**config.mk**
```make
export PLATFORM = sky130hd
export DESIGN_NAME = uart_tx_arbiter
export DESIGN_NICKNAME = d
export VERILOG_FILES = /design/src/rtl/uart_tx_arbiter.sv
export SDC_FILE = /design/constraint.sdc
export NUM_CORES = 1
export LEC_CHECK = 0
export CAP_MARGIN = 20
export CORE_ASPECT_RATIO = 0.9
export CORE_MARGIN = 5
export CORE_UTILIZATION = 35
export DETAILED_ROUTE_END_ITERATION = 16
export PLACE_DENSITY = 0.68
export SYNTH_ARGS = -nofsm -noshare
export SYNTH_HDL_FRONTEND = slang
export SYNTH_SLANG_ARGS = --single-unit
```
**constraint.sdc**
```tcl
create_clock -name clk -period 2.34 [get_ports clk]
set_clock_uncertainty 0.05 [all_clocks]
set_input_delay 0.468 -clock clk [delete_from_list [all_inputs] [get_ports clk]]
set_output_delay 0.468 -clock clk [all_outputs]
set_load 0.01 [all_outputs]
```
**src/rtl/uart_tx_arbiter.sv**
```systemverilog
// uart_tx_arbiter: round-robin scheduler sharing one UART transmitter among NUM_REQ byte requesters,
// with per-grant bursts ended by req_last, by MAX_BURST, or by the owner withdrawing req_valid.
module uart_tx_arbiter #(
  parameter int NUM_REQ   = 4,
  parameter int MAX_BURST = 16
) (
  input  logic                 clk,
  input  logic                 nReset,
  input  logic                 syncReset,
  input  logic [NUM_REQ-1:0]   req_valid,
  input  logic [NUM_REQ*8-1:0] req_data,
  input  logic [NUM_REQ-1:0]   req_last,
  output logic [NUM_REQ-1:0]   req_ready,
  output logic [NUM_REQ-1:0]   req_done,
  output logic [NUM_REQ-1:0]   grant,
  output logic                 active,
  output logic [7:0]           tx_data,
  output logic                 tx_valid,
  input  logic                 tx_busy,
  input  logic                 tx_done
);
  localparam int IW = $clog2(NUM_REQ);
  typedef enum logic [1:0] {IDLE, SEND, WAIT} state_t;
  state_t          state_q, state_d;
  logic [IW-1:0]   rr_ptr_q, rr_ptr_d, gidx_q, gidx_d, pick_idx, next_idx;
  logic [IW-1:0]   cand [NUM_REQ];
  logic [7:0]      burst_cnt_q, burst_cnt_d;
  logic            last_q, last_d;
  logic [NUM_REQ-1:0] gsel;
  // Candidates in priority order starting at rr_ptr; scanning backwards leaves the nearest valid one.
  always_comb begin
    for (int k = 0; k < NUM_REQ; k++) cand[k] = IW'((int'(rr_ptr_q) + k) % NUM_REQ);
    pick_idx = rr_ptr_q;
    for (int k = NUM_REQ - 1; k >= 0; k--) pick_idx = req_valid[cand[k]] ? cand[k] : pick_idx;
  end
  assign next_idx = (gidx_q == IW'(NUM_REQ - 1)) ? '0 : gidx_q + 1'b1;
  assign gsel     = NUM_REQ'(1) << gidx_q;
  assign active   = (state_q != IDLE);
  assign grant    = active ? gsel : '0;
  always_comb begin
    state_d     = state_q;
    rr_ptr_d    = rr_ptr_q;
    gidx_d      = gidx_q;
    burst_cnt_d = burst_cnt_q;
    last_d      = last_q;
    tx_valid    = 1'b0;
    tx_data     = 8'h00;
    req_ready   = '0;
    req_done    = '0;
    case (state_q)
      IDLE: begin
        if (|req_valid) begin
          gidx_d      = pick_idx;
          burst_cnt_d = 8'h00;
          state_d     = SEND;
        end
      end
      SEND: begin
        if (!req_valid[gidx_q]) begin
          rr_ptr_d = next_idx;
          state_d  = IDLE;
        end else if (!tx_busy) begin
          tx_valid    = 1'b1;
          tx_data     = req_data[{gidx_q, 3'b000} +: 8];
          req_ready   = gsel;
          last_d      = req_last[gidx_q];
          burst_cnt_d = burst_cnt_q + 8'd1;
          state_d     = WAIT;
        end
      end
      WAIT: begin
        if (tx_done) begin
          req_done = gsel;
          rr_ptr_d = (last_q || burst_cnt_q == 8'(MAX_BURST)) ? next_idx : rr_ptr_q;
          state_d  = (last_q || burst_cnt_q == 8'(MAX_BURST)) ? IDLE : SEND;
        end
      end
      default: state_d = IDLE;
    endcase
  end
  always_ff @(posedge clk or negedge nReset) begin
    if (!nReset) begin
      state_q     <= IDLE;
      rr_ptr_q    <= '0;
      gidx_q      <= '0;
      burst_cnt_q <= 8'h00;
      last_q      <= 1'b0;
    end else if (syncReset) begin
      state_q     <= IDLE;
      rr_ptr_q    <= '0;
      gidx_q      <= '0;
      burst_cnt_q <= 8'h00;
      last_q      <= 1'b0;
    end else begin
      state_q     <= state_d;
      rr_ptr_q    <= rr_ptr_d;
      gidx_q      <= gidx_d;
      burst_cnt_q <= burst_cnt_d;
      last_q      <= last_d;
    end
  end
endmodule

```
# After elaboration in Yosys (flattened, before gate mapping)
# Cells that the tools add are included.
# word_totals
regBits	15
inputBits	45
# classes
n_addsub	5
n_lt_le_gt_ge	5
eq_ne	12
n_shift	2
mux	53
n_reduce_logical	15
# ops
cell	n
two-way mux 8 bit	7
two-way mux 2 bit	17
indexed part select 32 x 6 -> 8 bit	1
two-way mux 4 bit	6
inequality test 3 bit (second input constant)	6
case mux 8 bit (2 select lines)	1
less-than comparator 2 x 3 -> 1 bit (second input constant)	5
two-way mux 1 bit	14
binary-select mux 1 bit (select 2 bit)	6
nonzero test 2 bit	5
adder 8 x 1 -> 8 bit (second input constant)	1
equality test 8 x 5 -> 1 bit (second input constant)	1
AND reduction 4 bit	2
case mux 2 bit (3 select lines)	1
AND reduction 3 bit	2
nonzero test 3 bit	2
adder 2 x 1 -> 2 bit (second input constant)	2
adder 2 bit (second input constant)	2
equality test 2 bit (second input constant)	2
inequality test 4 bit (second input constant)	1
case mux 2 bit (2 select lines)	1
OR reduction 4 bit	1
<< shifter 1 x 2 -> 4 bit (first input constant)	1
equality test 2 x 1 -> 1 bit (second input constant)	1
4 further kinds	4

# Longest topological paths before layout
# Gate-level depths: netlist of the first run.
# logic_depth
ltp_word	10
mapped_depth	6

# Worst setup path after synthesis of the first run
# OpenSTA, ideal clock, no wires.
# synth_timing
kind	input to output
startpoint	input port req_valid[3]
endpoint	output port req_ready[0]
t_arrival_ns	1.502
required_time_ns	1.822
path_slack_ns	0.320
path_stages	5
n_path_buf	1
cell_sequence	mux2_1 > a22oi_2 > nor2_1 > clkbuf_1 > and2_1
# synth_between
elab_chain_len	4
# synth_rtl
item	line	source
from (decl)	10	input logic [NUM_REQ-1:0] req_valid,
binary-select mux 1 bit (select 2 bit)	59	if (!req_valid[gidx_q]) begin
two-way mux 1 bit (implied by the code)	59	
two-way mux 4 bit	59	
two-way mux 4 bit	50	case (state_q)
to (decl)	13	output logic [NUM_REQ-1:0] req_ready,
# No other way between the ends. The select of a mux whose other input is x is not followed.

# Worst setup path in the final report of the first run
# layout_timing
startpoint	register gidx_q[1]
endpoint	output port tx_data[6]
# layout_between
elab_chain_len	4
elab_cells_between_ends	6
# layout_rtl
item	line	source
from (decl)	25	logic [IW-1:0] rr_ptr_q, rr_ptr_d, gidx_q, gidx_d, pick_idx, next_idx;
from (signal assigned)	97	gidx_q <= gidx_d;
indexed part select 32 x 6 -> 8 bit / binary-select mux 1 bit (select 2 bit) (equally long branches)	64, 59	
two-way mux 8 bit / two-way mux 1 bit (equally long branches)	62, 59	
two-way mux 8 bit (*)	59	
two-way mux 8 bit (*)	50	
to (decl)	17	output logic [7:0] tx_data,
# Every way passes the cells marked *; elsewhere a longest branch is shown, timed or not. The select of a mux whose other input is x is not followed.

==> results by group, run 1 <==
Job
  – Max_cap viols: 0

Pwr
  – Peak VDD IR: 416.4 uV
  – P per Cell Area: 387.4 mW/mm2
  – P_leak: 1.056 nW

STA
  – Final Max Slew Viols: 0
  – Achievable Freq: 436.5 MHz
  – Worst-margin pin slew: 0.6895 ns
  – Tmin final: 2.291 ns
  – Fin. Hold Viols: 0
  – Tcrit/Tclk final: 97.90%
  – Relative slew slack: 53.89%
  – Setup repair after global routing missed its margin: yes
  – Final hold slack: 0.4806 ns
  – # setup viols final: 0

Global routing
  – GRT overflow: 0
  – First-pass GRT wire length: 6437 um
  – Number of antenna violations at the first check in global routing: 0
  – Vias in the first global route: 1,414
  – Gr usage total: 16.54%
  – Largest net degree at the start of global routing: 16

Placement
  – Hpwl dp: 3482 um
  – I/O Buffers: 66
  – Area post-placement: 0.002191 mm2
  – Routability Congestion: 0.8437

Floorplan
  – Die X: 75.47 um
  – Total die area: 0.005201 mm2
  – Core area: 0.003731 mm2
  – Die Ht: 68.92 um
  – Initial Util: 36.18%
  – # rows: 21
  – I/O pin count: 67

Route
  – Drt pass-1 iters: 4
  – WL final: 4459 um
  – Post-DR vias/cell: 5.246
  – ANT nets after route: 0
  – Initial DRC count: 42
  – Via count: 1,490
  – Residual DRC count: 0
  – Wirelength per Cell: 15.70 um

Clock tree
  – Worst-path clk slew: 0.06 ns
  – CTS tree: done
  – Clock root buffer: clkbuf_8
  – Clk_lat worst skew: 0.24 ns
  – Hold_buf cts: 0
  – H-tree levels: 1
  – CTS buffer count: 3
  – Clock tree buffer depth: 2
  – Clock sink count: 15

Finish
  – ANT cells: 0
  – Layout cell share with drive strength beyond 1: 27.73%
  – Fill count: 319
  – Post-route cell area: 0.002270 mm2
  – Synth-to-layout area growth: 68.12%
  – Nets: 290

Worst hold path
  – Worst hold path type: flop to flop

Yosys
  – Main flop type after synthesis: dfrtp_1
  – Synth Area in Adders: 5.561%
  – Post-synthesis compound-gate area fraction: 14.83%
  – Xor/xnor share of the synthesized area: 0%
  – Simple-gate portion of the synthesized area: 27.34%
  – Syn Nets: 202
  – Largest family of logic cells by synthesized area: simple AND/OR/NAND/NOR gates
  – Synthesized area: 0.001350 mm2
  – Seq/Total Area, Yosys: 27.80%
  – Yosys cell types: 35
  – Asr flop ratio synth: 100.0%
  – Post-Syn Area per Cell: 8.941 um2
  – Flops & latches, synth: 15
  – Post-synth EDFFs: 0
  – Post-synthesis mux area share: 20.48%
  – Yosys warns: 0
  – Post-Synthesis Cells: 151

Worst setup path
  – Data required time at the worst endpoint: 1.82 ns
  – CP Class: flop to output pin
  – Setup crit end kind: output pin
  – Critical path arrival: 1.77 ns
  – Crit Path Max Fanout: 7
  – Startpoint Class: flop

Outcome
  – Outcome: finished clean
==> cell type report <==
cell class / count / area (um2) / area share (%)
inverter: 9 / 33.78 / 1.488
timing repair buffer: 87 / 783.3 / 34.51
tap: 46 / 57.56 / 2.536
multi-input combinational: 123 / 973.4 / 42.89
sequential: 15 / 376.6 / 16.59
clock buffer: 4 / 45.04 / 1.985
==> cell usage in the layout (no fill, tap or decap), types with 2 or more instances in the layout <==
master	instances
or4_1	2
and2_4	8
inv_1	8
ha_1	6
buf_4	19
nand2_1	12
buf_2	8
a21oi_1	3
dfrtp_1	14
nor2_4	2
nor2b_1	6
o22ai_1	3
nand3_1	2
mux4_2	9
and2_1	8
nor2_1	18
mux2i_1	4
dlygate4sd2_1	11
and3_1	4
nand2b_1	4
mux2_4	2
a31o_2	2
o21ai_0	10
o31ai_1	2
clkdlybuf4s50_1	41
clkbuf_8	3
buf_6	5
==> cell usage after synthesis (2+ instances only) <==
library cell | count | share of area, %
a21oi_1 | 3 | 1.1
a31o_2 | 2 | 1.3
and2_1 | 16 | 7.4
and3_1 | 5 | 2.3
clkbuf_1 | 3 | 0.83
dfrtp_1 | 15 | 28
ha_1 | 6 | 5.6
inv_1 | 9 | 2.5
mux2_2 | 2 | 1.7
mux2i_1 | 4 | 3.0
mux4_2 | 9 | 15
nand2_1 | 12 | 3.3
nand2b_1 | 4 | 1.9
nand3_1 | 2 | 0.74
nor2_1 | 20 | 5.6
nor2b_1 | 7 | 3.2
o21ai_0 | 10 | 3.7
o22ai_1 | 3 | 1.4
o31ai_1 | 2 | 1.1
or4_1 | 2 | 1.1
==> cells by family after synthesis <==
group	Yosys count
simple gates	71
mux	16
compound gates	29
buf+inv	14
flops	15
fa+ha+maj	6
==> metrics by stage <==
stage                     std cells  worst slack, ns  utilization, %  total power [mW]  TNS [ns]
after global placement          277          -0.6913           58.72            0.6455    -9.916
after CTS                       283         0.002947           59.39            0.8763         0
final                           284          0.04905           60.83            0.8792         0
after global routing            284         -0.01844           60.83            0.9400   -0.1414
after floorplan                 151           0.3199               -            0.4672         0
after detailed placement        277          -0.7538           58.72            0.6595    -10.95
==> flip-flops by register name, summed over array words and instances (netlist names) <==
signal / flops
rr_ptr_q: 2
gidx_q: 2
last_q: 1
burst_cnt_q: 8
state_q: 2
==> path summary, 6_finish.rpt <==
path                           startpoint              to  slack, ns  cells after the start
max in group asynchronous          nReset       gidx_q[1]       1.17                      1
min                        burst_cnt_q[4]  burst_cnt_q[4]       0.48                      1
max reg2reg                     gidx_q[1]  burst_cnt_q[3]       0.17                      7
min reg2reg                burst_cnt_q[4]  burst_cnt_q[4]       0.48                      1
max                             gidx_q[1]      tx_data[6]       0.05                      5
min in group asynchronous          nReset  burst_cnt_q[5]       0.59                      1
==> routing by layer <==
layer	global-route usage [%]	routed length, um	vias to the layer above
li1	-	-	719
met4	4.585	34	0
met3	4.493	437	4
met5	0	0	-
met2	28.66	2199	69
met1	20.11	1787	698
==> repair_timing <==
action	in CTS	in global routing
cloned	1	0
pin swaps	4	7
buffers inserted	1	1
gates resized for setup	75	14
hold endpoints to repair	0	0
endpoints found under the setup margin	20	15
==> worst max-delay path, cell delays in order (launching register included) <==
cell     delay (ns)
dfrtp_2        0.44
mux2_4         0.32
a22oi_2        0.36
nor2_4         0.11
and2_4         0.16
buf_2          0.13
==> report_power, final <==
part / total, mW / switching, mW / internal, mW
registers: 0.294 / 0.0181 / 0.276
clock network: 0.207 / 0.0870 / 0.120
logic: 0.378 / 0.159 / 0.218
total: 0.879 / 0.264 / 0.615
Power figures use the tool's default switching activity.
==> run 2: changes to the inputs <==
--- a/config.mk
+++ b/config.mk
@@ -10,6 +10,7 @@
 export CORE_MARGIN = 5
 export CORE_UTILIZATION = 35
 export DETAILED_ROUTE_END_ITERATION = 16
+export GPL_TIMING_DRIVEN = 0
 export PLACE_DENSITY = 0.68
 export SYNTH_ARGS = -nofsm -noshare
 export SYNTH_HDL_FRONTEND = slang
==> results by group, run 2 (synthesized netlist as in run 1, its figures left out) <==
Worst setup path
  – Worst reg2reg startpoint: gidx_q[0]
  – Setup crit end kind: output pin
  – Crit path largest cell delay: 0.30 ns (-0.14 ns)
  – CP cell instances: dlygate4sd2_1, mux2_2, a22oi_2, nor2_2, clkbuf_8, dlygate4sd2_1
  – Slowest-stage cell, CP: mux2_2
  – Top delay family on crit path: buffers and inverters
  – Worst path bufs/invs: 3 (+2)
  – Startpoint Class: input port
  – Setup crit start: req_valid[2]
  – CP Class: input port to output pin
  – Data required time at the worst endpoint: 1.82 ns (about the same)
  – Worst r2r dst: burst_cnt_q[6]
  – Most frequent CP cell: dlygate4sd2_1
  – Reg2Reg Depth: 6 (-1)
  – Reg2reg setup slack: 0.17 ns (about the same)
  – Crit Path Max Fanout: 10 (+3)
  – Critical path arrival: 1.74 ns (-0.03 ns)

Route
  – Residual DRC count: 0 (unchanged)
  – Metal-1 WL: 1765 um (-1.2%)
  – Highest routed layer: met4
  – Post-DR vias/cell: 5.359 (+2.1%)
  – Met3 wire length: 450 um (+3.0%)
  – Via count: 1,447 (-2.9%)
  – ANT nets after route: 0 (unchanged)
  – Initial DRC count: 51 (+21%)
  – Wirelength per Cell: 15.88 um (+1.2%)
  – Drt pass-1 iters: 4 (unchanged)
  – Wire length on met2: 2006 um (-8.8%)
  – WL final: 4288 um (-3.8%)

STA
  – Setup repair after global routing missed its margin: no
  – # setup viols final: 0 (unchanged)
  – Final Max Slew Viols: 0 (unchanged)
  – Fin Setup TNS: 0 ns (unchanged)
  – Fin. Hold Viols: 0 (unchanged)
  – Worst-margin pin slew: 0.6678 ns (-0.02168 ns)
  – Relative slew slack: 55.34% (+1.4 points)
  – Tmin final: 2.259 ns (-0.03240 ns)
  – Tcrit/Tclk final: 96.52% (-1.4 points)
  – Achievable Freq: 442.8 MHz (+1.4%)

Pwr
  – Post-layout total power: 0.8388 mW (-4.6%)
  – P_leak: 0.9658 nW (-8.6%)
  – P per Cell Area: 399.1 mW/mm2 (+3.0%)
  – Clock share of power: 25.6% (+2.0 points)
  – Peak VDD IR: 386.0 uV (-7.3%)
  – Sw Ratio: 30.24% (+0.17 points)
  – Cell Int Power: 0.5852 mW (-4.8%)
  – Flop pwr share: 35.5% (+2.0 points)
  – NetSw: 0.2537 mW (-4.1%)
  – Comb pwr share: 39.0% (-4.0 points)

Finish
  – Post-route cell area: 0.002102 mm2 (-7.4%)
  – Commonest non-fill, non-tap cell in the layout: clkdlybuf4s50_1
  – Final std cells w/o fill: 270 (-4.9%)
  – Max FFs per register: 8 (unchanged)
  – Biggest register: burst_cnt_q
  – Register area: 376.6 um2 (unchanged)
  – Post-layout util: 56.34% (-4.5 points)
  – Multi-input gate area: 933.4 um2 (-4.1%)
  – Nets: 276 (-4.8%)
  – ANT cells: 0 (unchanged)
  – Layout cell share with drive strength beyond 1: 20.09% (-7.6 points)
  – Synth-to-layout area growth: 55.70%
  – Most frequent cells in the layout: 41 x clkdlybuf4s50_1, 19 x nor2_1, 16 x and2_1
  – Fill count: 342 (+7.2%)

Global routing
  – Vias in the first global route: 1,504 (+6.4%)
  – Largest net degree at the start of global routing: 16 (unchanged)
  – Number of antenna violations at the first check in global routing: 0 (unchanged)
  – First-pass GRT wire length: 6734 um (+4.6%)
  – Gr usage total: 16.67% (+0.13 points)
  – GRT overflow: 0 (unchanged)

Placement
  – Hpwl dp: 3458 um (-0.69%)
  – Area post-placement: 0.002068 mm2 (-5.6%)
  – I/O Buffers: 66 (unchanged)
  – Routability Congestion: 0.9097 (+7.8%)
  – Placed cell count: 263 (-5.1%)

Worst hold path
  – Worst Hold Path Cells: 2 (+1)
  – Worst hold path type: flop to flop
  – Hold endpoint: last_q
  – Min-delay src: last_q

Floorplan
  – Initial Util: 36.18% (unchanged)
  – Die Ht: 68.92 um (unchanged)
  – I/O pin count: 67 (unchanged)
  – Die X: 75.47 um (unchanged)
  – Total die area: 0.005201 mm2 (unchanged)
  – Core area: 0.003731 mm2 (unchanged)
  – # rows: 21 (unchanged)

Clock tree
  – H-tree levels: 1 (unchanged)
  – Clk_lat worst skew: 0.25 ns (about the same)
  – Clock sink count: 15 (unchanged)
  – Clock tree buffer depth: 2 (unchanged)
  – CTS tree: done
  – Clock root buffer: clkbuf_8
  – CTS buffer count: 3 (unchanged)
  – Worst-path clk slew: 0.06 ns (about the same)

Outcome
  – Outcome: finished clean

Job
  – Max_cap viols: 0 (unchanged)
## run 2: power groups by stage
stage / clock (mW) / sequential [mW] / combinational, mW
after floorplan: 0 / 0.296 / 0.172
after global placement: 0 / 0.299 / 0.314
after detailed placement: 0 / 0.302 / 0.323
after CTS: 0.215 / 0.297 / 0.329
after global routing: 0.234 / 0.301 / 0.364
final: 0.214 / 0.298 / 0.327
## run 2: how the worst max path moves through the flow
stage | endpoint | slack (ns) | cells past startpoint
after floorplan | req_ready[0] | 0.32 | 5
after global placement | tx_data[5] | -0.90 | 7
after detailed placement | tx_data[5] | -0.95 | 7
after CTS | grant[1] | 0.0007 | 5
after global routing | tx_data[2] | 0.001 | 4
final | tx_valid | 0.08 | 6
## run 2: metal layers
layer	vias up	global-route usage, %
met5	-	0
met4	0	6.332
met3	7	3.768
met2	64	27.59
met1	687	21.09
li1	689	-
## run 2: worst register-to-register path, delay by kind of cell, from the launching register on
family	cells	cell delay, ns
AO/OA/AOI/OAI	3	0.73
buffers and inverters	1	0.15
flip-flops	1	0.46
AND/OR/NAND/NOR	2	0.71
## run 2: metrics by stage
| step | hold slack [ns] | worst slack (ns) |
|---|---|---|
| after global placement | 0.4600 | -0.9026 |
| final | 0.4790 | 0.08145 |
| after floorplan | 0.1224 | 0.3199 |
| after global routing | 0.5101 | 0.001035 |
| after CTS | 0.4862 | 0.0006923 |
| after detailed placement | 0.4723 | -0.9536 |
## run 2: what timing repair did
action | in CTS | in global routing
hold endpoints to repair | 0 | 0
gates resized for setup | 78 | 4
setup buffers | 4 | 0
cloned | 0 | 0
endpoints found under the setup margin | 22 | 4
hold buffers | 0 | 0
pin swaps | 2 | 1
## run 2: area by class of cell
type	instances	share of cell area, %
clock buffer	4	2.143
sequential	15	17.92
multi-input combinational	122	44.40
buffer	4	1.726
tap	46	2.738
inverter	9	1.607
timing repair buffer	70	29.46
